==> config.mk <==
export PLATFORM = sky130hd
export DESIGN_NAME = program_sequencer
export DESIGN_NICKNAME = d
export VERILOG_FILES = /design/src/rtl/program_sequencer_pkg.sv /design/src/rtl/program_sequencer.sv
export SDC_FILE = /design/constraint.sdc
export NUM_CORES = 1
export LEC_CHECK = 0
export ABC_CLOCK_PERIOD_IN_PS = 6100
export CAP_MARGIN = 5
export CORE_MARGIN = 2
export CORE_UTILIZATION = 56
export DETAILED_ROUTE_END_ITERATION = 16
export PLACE_DENSITY = 0.87
export SLEW_MARGIN = 40
export SYNTH_ARGS = -nofsm -noshare
export SYNTH_HDL_FRONTEND = slang
export SYNTH_SLANG_ARGS = --single-unit
==> constraint.sdc <==
create_clock -name clock -period 6.1 [get_ports clock]
set_input_delay 1.22 -clock clock [delete_from_list [all_inputs] [get_ports clock]]
set_output_delay 1.22 -clock clock [all_outputs]
set_load 0.01 [all_outputs]
==> src/rtl/program_sequencer_pkg.sv <==
// Shared definitions for the program sequencer and the processor control unit:
// opcode values, instruction field positions and sequencer state encoding.
package program_sequencer_pkg;

  // Opcodes held in IR[8:6]
  localparam logic [2:0] OP_NOP  = 3'b000;
  localparam logic [2:0] OP_MV   = 3'b001;
  localparam logic [2:0] OP_ADD  = 3'b010;
  localparam logic [2:0] OP_SUB  = 3'b011;
  localparam logic [2:0] OP_MVI  = 3'b100;
  localparam logic [2:0] OP_HALT = 3'b111;

  // Instruction field positions
  localparam int OPC_HI = 8;
  localparam int OPC_LO = 6;
  localparam int RX_HI  = 5;
  localparam int RX_LO  = 3;
  localparam int RY_HI  = 2;
  localparam int RY_LO  = 0;

  // Sequencer state encoding
  localparam logic [3:0] ST_IDLE      = 4'd0;
  localparam logic [3:0] ST_REQ_OP    = 4'd1;
  localparam logic [3:0] ST_CAP_OP    = 4'd2;
  localparam logic [3:0] ST_REQ_IMM   = 4'd3;
  localparam logic [3:0] ST_CAP_IMM   = 4'd4;
  localparam logic [3:0] ST_ISSUE_OP  = 4'd5;
  localparam logic [3:0] ST_ISSUE_IMM = 4'd6;
  localparam logic [3:0] ST_WAIT_DONE = 4'd7;
  localparam logic [3:0] ST_HALT      = 4'd8;

  // Extract the opcode field from a 9-bit instruction word
  function automatic logic [2:0] opcode_of(input logic [8:0] word);
    return word[OPC_HI:OPC_LO];
  endfunction

endpackage

==> src/rtl/program_sequencer.sv <==
// Instruction feed: fetches words from a synchronous ROM, issues each
// instruction (plus the MVI immediate) to the processor on din/run, waits for
// done, and stops on a HALT opcode or when the done watchdog expires.
module program_sequencer
  import program_sequencer_pkg::*;
#(
  parameter int ADDR_W  = 5,
  parameter int WORD_W  = 9,
  parameter int TIMEOUT = 4
) (
  input  logic              clock,
  input  logic              reset,
  input  logic              start,
  output logic [ADDR_W-1:0] rom_addr,
  input  logic [WORD_W-1:0] rom_data,
  output logic [WORD_W-1:0] din,
  output logic              run,
  input  logic              done,
  output logic              busy,
  output logic              halted,
  output logic              error,
  output logic [7:0]        instr_count
);

  localparam int              WD_W    = $clog2(TIMEOUT + 1);
  localparam logic [WD_W-1:0] WD_LAST = WD_W'(TIMEOUT - 1);

  logic [3:0]        state_q, state_d;
  logic [ADDR_W-1:0] pc_q, pc_d;
  logic [WORD_W-1:0] op_q, op_d;
  logic [WORD_W-1:0] imm_q, imm_d;
  logic [WORD_W-1:0] din_q, din_d;
  logic              run_q, run_d;
  logic              err_q, err_d;
  logic [7:0]        cnt_q, cnt_d;
  logic [WD_W-1:0]   wd_q, wd_d;

  // Next-state logic; run/din are derived from the next state so they are
  // registered and valid in the very cycle the FSM enters an issue state.
  always_comb begin
    state_d = state_q;
    pc_d    = pc_q;
    op_d    = op_q;
    imm_d   = imm_q;
    err_d   = err_q;
    cnt_d   = cnt_q;
    wd_d    = wd_q;
    case (state_q)
      ST_IDLE, ST_HALT: begin
        if (start) begin
          pc_d    = '0;
          err_d   = 1'b0;
          state_d = ST_REQ_OP;
        end
      end
      ST_REQ_OP: state_d = ST_CAP_OP;
      ST_CAP_OP: begin
        op_d = rom_data;
        pc_d = pc_q + ADDR_W'(1);
        case (rom_data[OPC_HI:OPC_LO])
          OP_HALT: state_d = ST_HALT;
          OP_MVI:  state_d = ST_REQ_IMM;
          default: state_d = ST_ISSUE_OP;
        endcase
      end
      ST_REQ_IMM: state_d = ST_CAP_IMM;
      ST_CAP_IMM: begin
        imm_d   = rom_data;
        pc_d    = pc_q + ADDR_W'(1);
        state_d = ST_ISSUE_OP;
      end
      ST_ISSUE_OP: begin
        wd_d    = '0;
        state_d = (op_q[OPC_HI:OPC_LO] == OP_MVI) ? ST_ISSUE_IMM : ST_WAIT_DONE;
      end
      ST_ISSUE_IMM: begin
        wd_d    = '0;
        state_d = ST_WAIT_DONE;
      end
      ST_WAIT_DONE: begin
        if (done) begin
          cnt_d   = cnt_q + 8'd1;
          state_d = ST_REQ_OP;
        end else if (wd_q == WD_LAST) begin
          err_d   = 1'b1;
          state_d = ST_HALT;
        end else begin
          wd_d = wd_q + WD_W'(1);
        end
      end
      default: state_d = ST_IDLE;
    endcase

    run_d = (state_d == ST_ISSUE_OP) || (state_d == ST_ISSUE_IMM) ||
            (state_d == ST_WAIT_DONE);
    din_d = din_q;
    if (state_d == ST_ISSUE_OP) begin
      din_d = op_d;
    end else if (state_d == ST_ISSUE_IMM) begin
      din_d = imm_q;
    end
  end

  // State and output registers; reset drops run immediately
  always_ff @(posedge clock or posedge reset) begin
    if (reset) begin
      state_q <= ST_IDLE;
      pc_q    <= '0;
      op_q    <= '0;
      imm_q   <= '0;
      din_q   <= '0;
      run_q   <= 1'b0;
      err_q   <= 1'b0;
      cnt_q   <= '0;
      wd_q    <= '0;
    end else begin
      state_q <= state_d;
      pc_q    <= pc_d;
      op_q    <= op_d;
      imm_q   <= imm_d;
      din_q   <= din_d;
      run_q   <= run_d;
      err_q   <= err_d;
      cnt_q   <= cnt_d;
      wd_q    <= wd_d;
    end
  end

  assign rom_addr    = pc_q;
  assign din         = din_q;
  assign run         = run_q;
  assign error       = err_q;
  assign instr_count = cnt_q;
  assign busy        = (state_q != ST_IDLE) && (state_q != ST_HALT);
  assign halted      = (state_q == ST_HALT);

endmodule

======== Word-level counts from Yosys, hierarchy flattened ========
Cells that the tools add are included.
storage, ports and cells
  word-level logic and storage cells ...... 66
  bits in latches ......................... 0
  memories ................................ 0
  bits of input ports ..................... 13
  flip-flop bits (word level) ............. 49
  memory bits (read-only) ................. 0
  output and inout bits ................... 26
  memory bits (writable) .................. 0
operators by class
  $lt $le $gt $ge ......................... 0
  add/sub/neg operators ................... 3
  equality and inequality tests ........... 20
  reductions and logical operators ........ 16
  shift operators ......................... 0
  multiplexer cells ....................... 18
  $mul .................................... 0
  bitwise operators ....................... 0
  divide/modulo/power cells ............... 0
operators with widths
  cell                                                             number
  4-bit one-hot mux with 8 select lines                            1
  4-bit by 3-bit == test with 1-bit output, second input constant  7
  9-bit 2-to-1 mux                                                 3
  4-bit 2-to-1 mux                                                 3
  5-bit one-hot mux with 2 select lines                            1
  3-bit == test, second input constant                             3
  8-bit by 1-bit adder with 8-bit output, second input constant    1
  4-bit by 2-bit == test with 1-bit output, second input constant  2
  2-bit != test, second input constant                             4
  4-bit one-hot mux with 2 select lines                            1
  2-bit nonzero test                                               4
  3-bit 2-to-1 mux                                                 2
  3-bit one-hot mux with 2 select lines                            1
  2-bit OR reduction                                               3
  5-bit by 1-bit adder with 5-bit output, second input constant    1
  5-bit 2-to-1 mux                                                 1
  4-bit by 1-bit == test with 1-bit output, second input constant  1
  4-bit == test, second input constant                             1
  4-bit zero test                                                  1
  1-bit 2-to-1 mux                                                 4
  4-bit != test, second input constant                             1
  2-bit AND reduction                                              2
  4-bit AND reduction                                              1
  4-bit nonzero test                                               1
  6 further kinds                                                  7

======== Depth between registers and ports, before layout ========
  depth in word-level cells ............... 7
  mapped depth ............................ 8
  depth with buffers taken out ............ 7

======== Worst setup path before layout ========
No wires, ideal clock.
  kind .................................... input to register
  from .................................... in done
  to ...................................... reg din_q[0] (netlist: din[0])
  arrival ................................. 2.651 ns
  required time ........................... 6.021 ns
  setup slack ............................. 3.370 ns
  cell stages on the path ................. 6
  path buffers ............................ 1
  path through ............................ and4b_4 > a211oi_1 > or4b_4 > buf_6 > a21boi_4 > a2bb2oi_1
on the way
  cells in the longest elaborated chain, start to end .. 4
RTL lines
  what                                                           line                                              source
  from (decl)                                                    program_sequencer.sv:18                           input logic done,
  4-bit 2-to-1 mux *                                             program_sequencer.sv:81                           if (done) begin
  4-bit one-hot mux with 8 select lines *                        program_sequencer.sv:48                           case (state_q)
  4-bit by 3-bit == test with 1-bit output (on tied branches)    program_sequencer.sv:97, program_sequencer.sv:99
  9-bit 2-to-1 mux / 2-bit nonzero test (equally long branches)  -
  to (signal assigned)                                           program_sequencer.sv:121                          din_q <= din_d;
  to (decl)                                                      program_sequencer.sv:32                           logic [WORD_W-1:0] din_q, din_d;
Mark *: on every way between the ends. The rest lies on a longest branch, timed or not.
A chain may end at the register's enable or synchronous reset.

======== Final worst setup path ========
  from .................................... reg state_q[0]
  to ...................................... out halted
on the way
  cells in the longest elaborated chain, start to end .. 1
RTL lines
  what                    line                      source
  from (decl)             program_sequencer.sv:28   logic [3:0] state_q, state_d;
  from (signal assigned)  program_sequencer.sv:117  state_q <= state_d;
  4-bit == test           program_sequencer.sv:135  assign halted = (state_q == ST_HALT);
  to (decl)               program_sequencer.sv:20   output logic halted,
Every way passes these cells.

==> metrics.md <==
| Metric | Value |
|---|---|
| Clk_lat worst skew | 0.30 ns |
| Worst Hold Class | reg -> reg |
| Largest net degree at the start of global routing | 50 |
| DRC violations left | 0 |
| Rows | 23 |
| H-tree lvl count | 2 |
| Total power | 0.001434 W |
| First-pass GRT wire length | 7514 um |
| TritonCTS clock tree | done |
| Critical path peak fanout | 14 |
| Synthesized Nets | 206 |
| Antenna violations before repair | 0 |
| Drt first-iter violations | 79 |
| Synth-to-Final Area Change | 21.81% |
| DRT Pass-1 Iters | 4 |
| Nets | 242 |
| Detail Route Antenna Nets | 0 |
| Asr flop ratio synth | 100.0% |
| F_max | 316.0 MHz |
| R2r startpoint | wd_q[0] |
| Cell depth of the worst flop-to-flop path | 7 |
| Ys flop type | dfrtp_1 |
| Final period demand of the worst path | 3.165 ns |
| Setup ws final | 2.935 ns |
| GR Overflow Total | 0 |
| Avg Inst Size Synth | 11.99 um2 |
| Fill cells | 281 |
| Arr. time, crit path | 1.94 ns |
| Hold buffers post-CTS | 0 |
| Clock skew | 0.005112 ns |
| R2R Path End | din[0] |
| Static Leak | 1.165 nW |
| # port buffers | 38 |
| Worst Path Class, Setup | reg -> out |
| Post-Route WL | 4494 um |
| Setup_tns | 0 ns |
| Synth area leader | dfrtp_1 |
| Die ar. | 4571 um2 |
| Reg2reg setup slack | 3.57 ns |
| Fin util | 70.01% |
| WHS Endpoint | instr_count[7] |
| Post-route insts no fill | 276 |
| Dpl ws | 2.664 ns |
| Clock slew at reported path FFs | 0.08 ns |
| Vias | 1588 |
| Critical path endpoint category | primary output |
| Fraction of layout cells with a size suffix above 1 | 15.93% |
| Flops & latches, synth | 49 |
| Most frequent cells after synthesis | dfrtp_1 (49), mux2_2 (17), nand2_1 (12), nor2_1 (12) |
| Post-CTS setup buffer count | 0 |
| Max_cap viols | 0 |
| PostCTS Resize Cnt | 0 |
| HP Start | instr_count[7] |
| Initial Util | 57.47% |
| GR Util All Layers | 22.17% |
| Most frequent cell after synthesis | dfrtp_1 |
| Sequential share of the synthesized area | 54.11% |
| # IOs | 39 |
| DP HPWL | 3247 um |
| Mapped cell area | 2266 um2 |
| Hold path depth | 1 |
| Vias/cell | 5.754 |
| Horiz. Die Dim | 67.61 um |
| Fin crit share | 51.88% |
| Die H | 67.61 um |
| GP Congestion | 0.7820 |
| Post-placement cell count | 268 |
| Worst-Margin Slew | 0.7898 ns |
| Clock root cell | clkbuf_8 |
| Final setup violation count | 0 |
| Worst Path Required | 4.88 ns |
| Vias in the first global route | 1622 |
| Area share of the largest cell type after synthesis | 54.11% |
| Final Hold Violating Endpoints | 0 |
| P per Cell Area | 519.5 nW/um2 |
| Total core area | 3943 um2 |
| Post-synthesis cell count | 189 |
| Unrepaired setup endpoints after global routing | false |
| Max_slew headroom | 47.35% |
| Num CTS Buffers | 5 |
| Ys Warns | 0 |
| Top cells by area, synth | dfrtp_1 (54%), mux2_2 (8.4%), a2bb2oi_1 (3.5%), o22ai_1 (2.5%), xor2_1 (2.3%) |
| Max-slew violation count | 0 |
| Max IR drop VDD | 382.4 uV |
| N_diodes | 0 |
| DR WL/cell | 16.28 um |
| Startpoint Class | flop |
| Clock Sinks | 49 |
| Number of enable flip-flop cells after synthesis | 0 |
| Outcome | complete, no violations |
| Clock Path Buffers | 2 |
| Cell variety after synth | 40 |
## sequential cells by signal (all words and copies together) (netlist names)
| register | count |
|---|---|
| din | 9 |
| error | 1 |
| imm_q | 9 |
| instr_count | 8 |
| op_q | 9 |
| rom_addr | 5 |
| run | 1 |
| state_q | 4 |
| wd_q | 3 |
## how the worst max path moves through the flow
stage	from	to
6_report	state_q[0]	halted
5_1_grt	state_q[0]	halted
4_1_cts	state_q[0]	halted
3_5_place_dp	done	din[2]
3_3_place_gp	start	din[5]
2_1_floorplan	done	din[0]
## metal layers
metal,wire length (um),share of wire (%),up-vias,track usage (%)
met3,181,4.0,9,3.167
met5,0,0,-,0
li1,-,-,758,-
met4,84,1.9,0,9.439
met1,1949,43,772,28.96
met2,2279,51,49,36.89
## cells in the final DEF (no fill, tap or decap), drive strengths merged, types with 2 or more instances in the layout
master / Yosys / routed
dfrtp: 49 / 49
clkdlybuf4s50: 0 / 38
mux2: 20 / 20
nor2: 12 / 12
nand2: 12 / 12
o22ai: 9 / 9
a2bb2oi: 9 / 9
clkbuf: 4 / 7
xor2: 6 / 6
nand4: 5 / 5
a21oi: 5 / 5
o21ai: 5 / 5
xnor2: 5 / 5
inv: 5 / 5
nor3: 4 / 4
ha: 4 / 4
nor4b: 4 / 4
nand3: 3 / 3
or2: 3 / 3
and2: 2 / 2
a211oi: 2 / 2
and4b: 2 / 2
## critical path, stage by stage (launching register included)
cell	delay, ns
dfrtp_1	0.56
nor3_1	0.35
nand2_1	0.13
inv_1	0.08
clkdlybuf4s50_1	0.52
## cells by family (layout without fill, tap and decap cells)
logic type                 count (synthesis)  count (layout)  synth area share, %
and+or+nand+nor                           51              51                12.98
adders and majority gates                  4               4                2.209
xor gates and xnor gates                  11              11                4.252
muxes                                     20              20                9.939
AOI/OAI and AO/OA                         39              39                12.87
DFF                                       49              49                54.11
buffers and inverters                     15              52                3.644
## cell type report
type | instances | area [um2] | area share, %
timing repair buffer | 39 | 387.9 | 14.05
tap | 50 | 62.56 | 2.267
inverter | 5 | 21.27 | 0.7706
clock buffer | 7 | 76.32 | 2.765
multi-input combinational | 125 | 978.4 | 35.45
clock inverter | 1 | 7.507 | 0.2720
sequential | 49 | 1226 | 44.42
## power breakdown
part	switching, W	leakage [nW]	total (W)	internal (W)
sequential	0.000126	0.597	0.000598	0.000472
combinational	0.000289	0.529	0.000652	0.000362
clock	0.000103	0.0385	0.000184	0.0000812
## per-stage QoR
step	hold slack, ns	area, um2
floorplan	0.4711	2266
global placement	0.4605	2659
detailed placement	0.4626	2676
CTS	0.4786	2760
global route	0.5056	2760
finish	0.4720	2760
No activity file was read; power rests on OpenSTA's default activity.
